===== config.mk =====
export PLATFORM = sky130hd
export DESIGN_NAME = ex_lsu
export DESIGN_NICKNAME = d
export VERILOG_FILES = /design/src/rtl/ex_lsu.sv
export SDC_FILE = /design/constraint.sdc
export NUM_CORES = 1
export LEC_CHECK = 0
export ABC_AREA = 0
export ABC_CLOCK_PERIOD_IN_PS = 10900
export BUFFER_PORTS_ARGS = -buffer_cell sky130_fd_sc_hd__buf_2
export CELL_PAD_IN_SITES_DETAIL_PLACEMENT = 1
export CELL_PAD_IN_SITES_GLOBAL_PLACEMENT = 1
export CORE_UTILIZATION = 23
export CTS_BUF_LIST = sky130_fd_sc_hd__clkbuf_4 sky130_fd_sc_hd__clkbuf_8
export CTS_CLUSTER_SIZE = 30
export DETAILED_ROUTE_END_ITERATION = 10
export PLACE_DENSITY = 0.52
export SLEW_MARGIN = 5
export SYNTH_ARGS = -nofsm -noshare
export SYNTH_HDL_FRONTEND = slang
export SYNTH_SLANG_ARGS = --single-unit

===== constraint.sdc =====
create_clock -name clk -period 10.9 [get_ports clk]
set_input_delay 0.545 -clock clk [delete_from_list [all_inputs] [get_ports clk]]
set_output_delay 0.545 -clock clk [all_outputs]
set_load 0.03 [all_outputs]

===== src/rtl/ex_lsu.sv =====
// rtl/ex_lsu.sv - EX-stage load/store unit with single-outstanding memory handshake
// Computes the effective address, shifts store data into lanes, extends load data, and raises precise faults.
module ex_lsu #(
    parameter int XLEN    = 32,
    parameter int TIMEOUT = 255
) (
    input  logic                clk,
    input  logic                rst,
    input  logic                req_valid,
    input  logic                req_load,
    input  logic [2:0]          req_funct3,
    input  logic [4:0]          req_rd,
    input  logic [XLEN-1:0]     rs1_data,
    input  logic [XLEN-1:0]     rs2_data,
    input  logic [11:0]         req_imm,
    output logic                busy,
    output logic [XLEN-1:0]     mem_addr,
    output logic [XLEN-1:0]     mem_wdata,
    output logic [XLEN/8-1:0]   mem_wstrb,
    output logic                mem_read_en,
    output logic                mem_write_en,
    input  logic [XLEN-1:0]     mem_data_in,
    input  logic                mem_read_ready,
    input  logic                mem_write_ready,
    output logic                wb_rd_wait,
    output logic [4:0]          rd_out,
    output logic                rd_en,
    output logic [XLEN-1:0]     rd_data,
    output logic                exc_valid,
    output logic [3:0]          exc_cause,
    output logic [XLEN-1:0]     exc_tval
);

    localparam int NB = XLEN / 8;
    localparam int LB = $clog2(NB);
    localparam int CW = (TIMEOUT > 0) ? $clog2(TIMEOUT + 1) : 1;
    localparam logic [CW-1:0] TO_LAST = (TIMEOUT > 0) ? CW'(TIMEOUT - 1) : '0;

    typedef enum logic [2:0] {
        S_IDLE,
        S_READ,
        S_WRITE,
        S_DONE,
        S_ERR
    } state_t;

    state_t          state;
    logic [CW-1:0]   wait_cnt;
    logic [1:0]      ld_size;
    logic            ld_uns;

    logic [XLEN-1:0] ea;
    logic [1:0]      size;
    logic [LB-1:0]   lane;
    logic            illegal;
    logic            misaligned;
    logic [NB-1:0]   base_strb;
    logic [XLEN-1:0] byte_mask;
    logic [XLEN-1:0] store_data;
    logic [NB-1:0]   store_strb;
    logic [XLEN-1:0] load_shifted;
    logic [XLEN-1:0] load_ext;
    logic            fill;

    // Immediate is sign-extended for every op, including the unsigned loads.
    assign ea   = rs1_data + {{(XLEN-12){req_imm[11]}}, req_imm};
    assign size = req_funct3[1:0];
    assign lane = ea[LB-1:0];

    always_comb begin
        illegal = 1'b0;
        if (req_funct3 == 3'b111)
            illegal = 1'b1;
        if (!req_load && req_funct3[2])
            illegal = 1'b1;
        if (XLEN == 32 && (req_funct3[1:0] == 2'b11 || req_funct3 == 3'b110))
            illegal = 1'b1;
    end

    always_comb begin
        misaligned = 1'b0;
        case (size)
            2'b01:   misaligned = ea[0];
            2'b10:   misaligned = (ea[1:0] != 2'b00);
            2'b11:   misaligned = (ea[2:0] != 3'b000);
            default: misaligned = 1'b0;
        endcase
    end

    always_comb begin
        base_strb = '0;
        byte_mask = '0;
        for (int i = 0; i < NB; i++) begin
            base_strb[i]       = (i < (1 << size));
            byte_mask[8*i +: 8] = {8{base_strb[i]}};
        end
    end

    // Bytes above the access size are zeroed so unused lanes never carry stale data.
    assign store_data = (rs2_data & byte_mask) << {lane, 3'b000};
    assign store_strb = base_strb << lane;

    assign load_shifted = mem_data_in >> {mem_addr[LB-1:0], 3'b000};

    always_comb begin
        fill = 1'b0;
        case (ld_size)
            2'b00:   fill = load_shifted[7];
            2'b01:   fill = load_shifted[15];
            default: fill = load_shifted[31];
        endcase
        fill     = fill & ~ld_uns;
        load_ext = load_shifted;
        for (int i = 8; i < XLEN; i++) begin
            if (i >= (8 << ld_size))
                load_ext[i] = fill;
        end
    end

    assign busy       = (state == S_IDLE && req_valid) || state == S_READ || state == S_WRITE;
    assign wb_rd_wait = (state == S_READ) ||
                        (state == S_IDLE && req_valid && req_load && !illegal && !misaligned);

    always_ff @(posedge clk or posedge rst) begin
        if (rst) begin
            state        <= S_IDLE;
            wait_cnt     <= '0;
            ld_size      <= 2'b00;
            ld_uns       <= 1'b0;
            mem_addr     <= '0;
            mem_wdata    <= '0;
            mem_wstrb    <= '0;
            mem_read_en  <= 1'b0;
            mem_write_en <= 1'b0;
            rd_out       <= 5'd0;
            rd_en        <= 1'b0;
            rd_data      <= '0;
            exc_valid    <= 1'b0;
            exc_cause    <= 4'd0;
            exc_tval     <= '0;
        end else begin
            rd_en     <= 1'b0;
            exc_valid <= 1'b0;
            case (state)
                S_IDLE: begin
                    if (req_valid) begin
                        if (illegal) begin
                            state     <= S_ERR;
                            exc_valid <= 1'b1;
                            exc_cause <= 4'd2;
                            exc_tval  <= '0;
                            rd_out    <= 5'd0;
                        end else if (misaligned) begin
                            state     <= S_ERR;
                            exc_valid <= 1'b1;
                            exc_cause <= req_load ? 4'd4 : 4'd6;
                            exc_tval  <= ea;
                            rd_out    <= 5'd0;
                        end else begin
                            mem_addr <= ea;
                            wait_cnt <= '0;
                            ld_size  <= size;
                            ld_uns   <= req_funct3[2];
                            if (req_load) begin
                                state       <= S_READ;
                                mem_read_en <= 1'b1;
                                mem_wdata   <= '0;
                                mem_wstrb   <= '0;
                                rd_out      <= req_rd;
                            end else begin
                                state        <= S_WRITE;
                                mem_write_en <= 1'b1;
                                mem_wdata    <= store_data;
                                mem_wstrb    <= store_strb;
                                rd_out       <= 5'd0;
                            end
                        end
                    end
                end
                S_READ: begin
                    if (mem_read_ready) begin
                        state       <= S_DONE;
                        mem_read_en <= 1'b0;
                        rd_data     <= load_ext;
                        rd_en       <= (rd_out != 5'd0);
                    end else if (TIMEOUT != 0 && wait_cnt == TO_LAST) begin
                        state       <= S_ERR;
                        mem_read_en <= 1'b0;
                        exc_valid   <= 1'b1;
                        exc_cause   <= 4'd5;
                        exc_tval    <= mem_addr;
                        rd_out      <= 5'd0;
                    end else begin
                        wait_cnt <= wait_cnt + 1'b1;
                    end
                end
                S_WRITE: begin
                    if (mem_write_ready) begin
                        state        <= S_DONE;
                        mem_write_en <= 1'b0;
                    end else if (TIMEOUT != 0 && wait_cnt == TO_LAST) begin
                        state        <= S_ERR;
                        mem_write_en <= 1'b0;
                        exc_valid    <= 1'b1;
                        exc_cause    <= 4'd7;
                        exc_tval     <= mem_addr;
                    end else begin
                        wait_cnt <= wait_cnt + 1'b1;
                    end
                end
                S_DONE:  state <= S_IDLE;
                S_ERR:   state <= S_IDLE;
                default: state <= S_IDLE;
            endcase
        end
    end

endmodule


==> results of run 1 <==
[logic make-up after synthesis]
| group | count (synthesis) | share of synthesized area (%) |
|---|---|---|
| AOI/OAI and AO/OA | 334 | 23.1 |
| xor gates and xnor gates | 32 | 3.05 |
| adders and majority gates | 34 | 4.70 |
| buffers and inverters | 89 | 3.90 |
| DFF | 158 | 43.0 |
| muxes | 36 | 4.19 |
| other | 1 | 0.0407 |
| and+or+nand+nor | 392 | 18.1 |
[final cells by class]
class | count | area [um^2]
Fill cell | 4708 | 27600
Multi-Input combinational cell | 829 | 4920
Sequential cell | 158 | 3950
Timing Repair Buffer | 281 | 1440
Tap cell | 518 | 648
Clock buffer | 19 | 249
Clock inverter | 13 | 161
Inverter | 19 | 76.3
Antenna cell | 1 | 2.50
[how the worst max path moves through the flow]
stage,startpoint,to,slack (ns),depth (start not counted)
finish,rs1_data[0],wb_rd_wait,7.46,11
global route,req_imm[0],mem_wdata[30],7.30,10
floorplan,rst,exc_cause[0],6.09,1
CTS,rs1_data[0],wb_rd_wait,7.44,11
global placement,rs1_data[0],mem_wdata[28],7.14,10
detailed placement,rs1_data[0],mem_wdata[27],7.09,10
[routing by layer]
metal,up-vias,wire (um)
met2,198,15800
met1,4232,16900
met3,21,1370
met4,0,463
met5,-,0
li1,4260,-
[report_power, final]
| group | total [mW] | internal [mW] | switching, mW | leakage (nW) |
|---|---|---|---|---|
| sequential | 1.03 | 0.829 | 0.199 | 2.01 |
| combinational | 1.63 | 0.482 | 1.15 | 3.43 |
| clock | 0.480 | 0.233 | 0.247 | 0.211 |
| total | 3.14 | 1.54 | 1.60 | 5.65 |
[registers in the layout, indices dropped and copies added, names as in the netlist, 2 cells and up]
signal and flops:
rd_data 32, rd_out 5, mem_wstrb 4, exc_cause 3, exc_tval 32, state 3
ld_size 2, mem_wdata 32, wait_cnt 8, mem_addr 32
[placed cells by master (no fill, tap or decap), types with 18 or more instances in the layout]
master,synthesis,final
dfrtp_1,158,158
mux2_2,20,20
o21ai_0,84,83
nor2_1,95,94
a22oi_1,19,19
inv_1,19,18
nand2_1,219,218
a21oi_1,111,110
nand3_1,19,18
ha_1,33,33
buf_2,11,267
xnor2_1,18,18
[critical path, stage by stage]
cell and delay (ns):
buf_2 0.08, ha_1 0.18, inv_1 0.06, fa_1 0.48, buf_4 0.30, a32oi_1 0.26
nor2b_1 0.36, and2_2 0.22, nand3_1 0.09, nand2_1 0.08, buf_2 0.21
[per-stage QoR]
stage / hold slack (ns) / power (mW) / utilization (%)
3_3_place_gp: 0.452 / 2.68 / 28.2
5_1_grt: 0.271 / 3.36 / 29.3
4_1_cts: 0.249 / 3.19 / 29.3
2_1_floorplan: 0.474 / 2.09 / -
3_5_place_dp: 0.455 / 2.70 / 28.2
6_report: 0.225 / 3.14 / 29.3
==> flow_summary.toml, run 1 <==
[cts]
clkLatencyLatePin_ns = 0.47
cts-resized-gates = 0
numCtsBuffers = 17
clock_path_buffers = 2
htree_num_levels = 4
hold_buffers = 0
cts_tree = "yes"
root_buffer = "clkbuf_8"
clk_pin_slew_ns = 0.08
cts_setup_buffers = 0
clock-sinks = 158

[timing]
postLayoutSetupSlackWorst_ns = 7.46
slew_viol_final = 0
hold_violations = 0
min_period_ns = 3.44
tightest_slew_ns = 1.02
rsz0062_at_grt = "no"
fin_tns_setup_ns = 0
relSlewSlack_pct = 31.6
setup_violations = 0
clock.fmax_mhz = 291
finalClockSkew_ns = 0.0178
period_share_pct = 31.6

[finish]
fin_cells = 1838
layout-drive-gt1-share_pct = 27.2
final_cell_area_um2 = 11500
syn_to_final_growth_pct = 24.5
final_nets = 1462

[setup_path]
r2r_cells = 5
arrival_ns = 2.89
critical_path_class = "input pin to output pin"
reg2reg_to = "mem_wdata[25]"
critPathRequiredTime_ns = 10.36
cp_max_fo = 31
cp-start-kind = "input pin"
cp-end-kind = "output pin"
r2r-start = "state[0]"
regToRegSetupSlack_ns = 8.01

[synthesis]
yosysSeqAreaShare_pct = 43.0
synth-seq-cells = 158
syn_avg_cell_area_um2 = 8.55
synth.net_count = 1232
ys_top_cells_by_count = "219 x nand2_1, 158 x dfrtp_1, 111 x a21oi_1"
yosys.area.top_type_share_pct = 43.0
synth_cell_types = 73
synthArstFlopShare_pct = 100
synth_cells = 1076
ys_warn_count = 0
synth.most_common_cell = "nand2_1"
yosys.area.top_type = "dfrtp_1"
synth_edf_count = 0
synth_top_flop_cell = "dfrtp_1"
ys_top_cells_by_area = "dfrtp_1 43%, nand2_1 8.9%, a21oi_1 6.0%"
syn_area_um2 = 9200

[placed_design]
dpl.hpwl_um = 25700
dp_slack_ns = 7.09
io_buffers = 267
dp_cells = 1805
place_area_um2 = 11000
globalplace.congestion = 0.798

[job]
drv_cap = 0

[grt]
grt_pass1_vias = 8975
antenna_found_initial = 1
grt_max_degree = 87
use_met2_pct = 26.7
use_met3_pct = 2.81
grt_overflow = 0
use_met1_pct = 23.9
grt_usage_pct = 17.0
top_usage_layer = "met2"
grt_pass1_wl_um = 53900

[floorplan]
rows = 72
dieHeight_um = 202
start_util_pct = 23.5
core-area_um2 = 39100
die_w_um = 202
io_pins = 269
dieArea_um2 = 40800

[drt]
vias_per_cell = 4.74
ant_nets = 0
drt_iter0_drc = 383
wl_per_cell_um = 18.8
drc = 0
vias = 8711
drt-total-wl_um = 34500
first_pass_iters = 4

[power]
p_leak_nw = 5.65
peakVddDrop_v = 0.0000958
power_density_nw_per_um2 = 274

[run_status]
status = "finished, final reports clean"

[min_path]
hp-class = "input pin to asynchronous set/reset pin"
(Power assumes the default switching activity.)
==> run 2, diff against run 1 <==
ABC_AREA = 1   (was 0)
ABC_CLOCK_PERIOD_IN_PS = 3170   (was 10900)
PLACE_DENSITY = 0.53   (was 0.52)
clock period = 3.17 ns   (was 10.9 ns; I/O delays follow)
==> run 2 against run 1 <==
Effect of this change: count of clock-buffer cells in the layout grew 1; final cell count up 26%; worst setup slack worse by 6.6 ns; via count rose by 20%; die area up 9.9%.
==> flow_summary.toml, run 2 <==
[power]
power_density_nw_per_um2 = 880
peakVddDrop_v = 0.000296
p_leak_nw = 6.79

[synthesis]
ys_top_cells_by_area = "dfrtp_1 39%, nand2_1 18%, inv_1 6.2%"
synth_edf_count = 0
synth.most_common_cell = "nand2_1"
synth_top_family_by_area = "simple AND/OR/NAND/NOR gates"
synth-seq-cells = 158
yosysSeqAreaShare_pct = 39.0
synth_compound_area_share_pct = 14.7
synthAdderAreaFrac_pct = 4.27
syn_area_um2 = 10100
ys_top_cells_by_count = "481 x nand2_1, 167 x inv_1, 158 x dfrtp_1"
syn_avg_cell_area_um2 = 6.98
yosys.area_share.simple_pct = 30.4
synth_cell_types = 47
synth_cells = 1451
yosys.area.top_type_share_pct = 39.0
synthArstFlopShare_pct = 100
synth_top_flop_cell = "dfrtp_1"
synthMuxAreaShare_pct = 0
yosys.area.top_type = "dfrtp_1"
ys_warn_count = 0
synth.net_count = 1607
synth_xor_area_share_pct = 1.82

[placed_design]
dpl.hpwl_um = 30800
dp_slack_ns = 0.356
globalplace.congestion = 0.796
io_buffers = 267
place_area_um2 = 12000

[grt]
grt_overflow = 0
grt_pass1_vias = 11016
antenna_found_initial = 0
grt_pass1_wl_um = 63000
grt_max_degree = 150
grt_usage_pct = 18.3

[cts]
root_buffer = "clkbuf_8"
clkLatencyLatePin_ns = 0.48
cts_setup_buffers = 0
clock-sinks = 158
clock_path_buffers = 2
clk_pin_slew_ns = 0.10
numCtsBuffers = 17
htree_num_levels = 4
cts_tree = "yes"

[timing]
clock.fmax_mhz = 429
period_share_pct = 73.6
min_period_ns = 2.33
hold_violations = 0
finalClockSkew_ns = 0.0183
rsz0062_at_grt = "no"
slew_viol_final = 0
setup_violations = 0
fin_tns_setup_ns = 0
postLayoutSetupSlackWorst_ns = 0.838
relSlewSlack_pct = 37.7
tightest_slew_ns = 0.935

[setup_path]
crit_chain = "dlygate4sd3_1 > buf_2 > inv_2 > o21ai_2 > nand2_2 > inv_2 > nand3_4 > nor3_1 > buf_4 > nand2_1 > nand2_1 > buf_2"
cp_max_fo = 8
critPathMaxStageDelay_ns = 0.55
critical_path_class = "input pin to output pin"
arrival_ns = 2.17
crit_slowest_cell = "dlygate4sd3_1"
cpLargestDelayFamily = "buffers and inverters"
cp-end-kind = "output pin"
critPathRequiredTime_ns = 3.01
cp-start-kind = "input pin"
critPathBufInv = 6
regToRegSetupSlack_ns = 0.98

[drt]
ant_nets = 0
first_pass_iters = 5
vias = 10458
drt_iter0_drc = 482
wl_per_cell_um = 17.5
drc = 0
vias_per_cell = 4.51
drt-total-wl_um = 40500

[run_status]
status = "finished, final reports clean"

[floorplan]
start_util_pct = 23.4
rows = 76
dieHeight_um = 212
dieArea_um2 = 44900
core-area_um2 = 43300
io_pins = 269
die_w_um = 212

[job]
drv_cap = 0

[finish]
final_common_cell = "nand2_1"
syn_to_final_growth_pct = 24.5
insertedDiodeCount = 0
layout_common_cells = "481 x nand2_1, 267 x buf_2, 166 x inv_1"
final_cell_area_um2 = 12600
layout-drive-gt1-share_pct = 20.9
fin_util_pct = 29.1
final_nets = 1876

[min_path]
hp-class = "input pin to register"
## run 2: changes by cell type after synthesis, sizes merged, moves of 13 or more
cell    before  now
nand2      219  490
mux2        20    0
mux2i       16    0
nand3       19   72
a21o        18    1
inv         19  175
clkbuf      47   17
buf         23   36
nor2        95  154
a22oi       19    3
## run 2: worst min-delay path, cell delays in order
cell and delay (ns):
buf_2 0.10, nand2_1 0.06, nand3_1 0.07, o211ai_1 0.08
o21ai_1 0.06
## run 2: where the power goes
group / switching (mW) / internal (mW) / total [mW]
clock: 0.892 / 0.749 / 1.64
combinational: 4.29 / 1.64 / 5.93
sequential: 0.649 / 2.88 / 3.53
## run 2: layer usage
| metal | GRT usage (%) | part of all wire, % | vias to the layer above |
|---|---|---|---|
| met5 | 0 | 0 | - |
| met4 | 4.37 | 1.3 | 0 |
| met3 | 2.61 | 3.5 | 26 |
| met2 | 31.3 | 48 | 217 |
| met1 | 24.3 | 48 | 5046 |
| li1 | - | - | 5169 |
## run 2: cell families after synthesis
group	count (synthesis)
and+or+nand+nor	749
AOI/OAI and AO/OA	259
buffers and inverters	229
DFF	158
adders and majority gates	34
xor gates and xnor gates	21
other	1
## run 2: path summary, 6_finish.rpt
| check | end | startpoint | depth (start not counted) |
|---|---|---|---|
| max | wb_rd_wait | req_load | 12 |
| min | mem_wdata[29] | rs2_data[29] | 5 |
| max reg2reg | exc_tval[16] | wait_cnt[0] | 9 |
| min reg2reg | mem_read_en | mem_read_en | 2 |
| max in group asynchronous | rd_data[28] | rst | 4 |
| min in group asynchronous | exc_tval[4] | rst | 3 |
## run 2: final cells by class
| cell class | instances | area (um^2) |
|---|---|---|
| clock buffers | 20 | 263 |
| clock inverters | 11 | 133 |
| fillers | 5496 | 30700 |
| inverters | 176 | 667 |
| multi-input cells | 1064 | 5190 |
| flip-flops and latches | 158 | 3950 |
| well taps | 585 | 732 |
| repair buffers | 303 | 1660 |
## run 2: repair_timing
action,4_1_cts,5_1_grt
hold buffers,18,0
hold endpoints to repair,27,0
resized for setup,0,0
## run 2: stage by stage
step	power, mW	instances	hold WS, ns
floorplan	7.51	1451	0.267
global placement	9.52	2268	0.119
detailed placement	9.59	2268	0.122
CTS	11.3	2317	0.0115
global route	11.9	2317	0.0233
finish	11.1	2317	0.0647
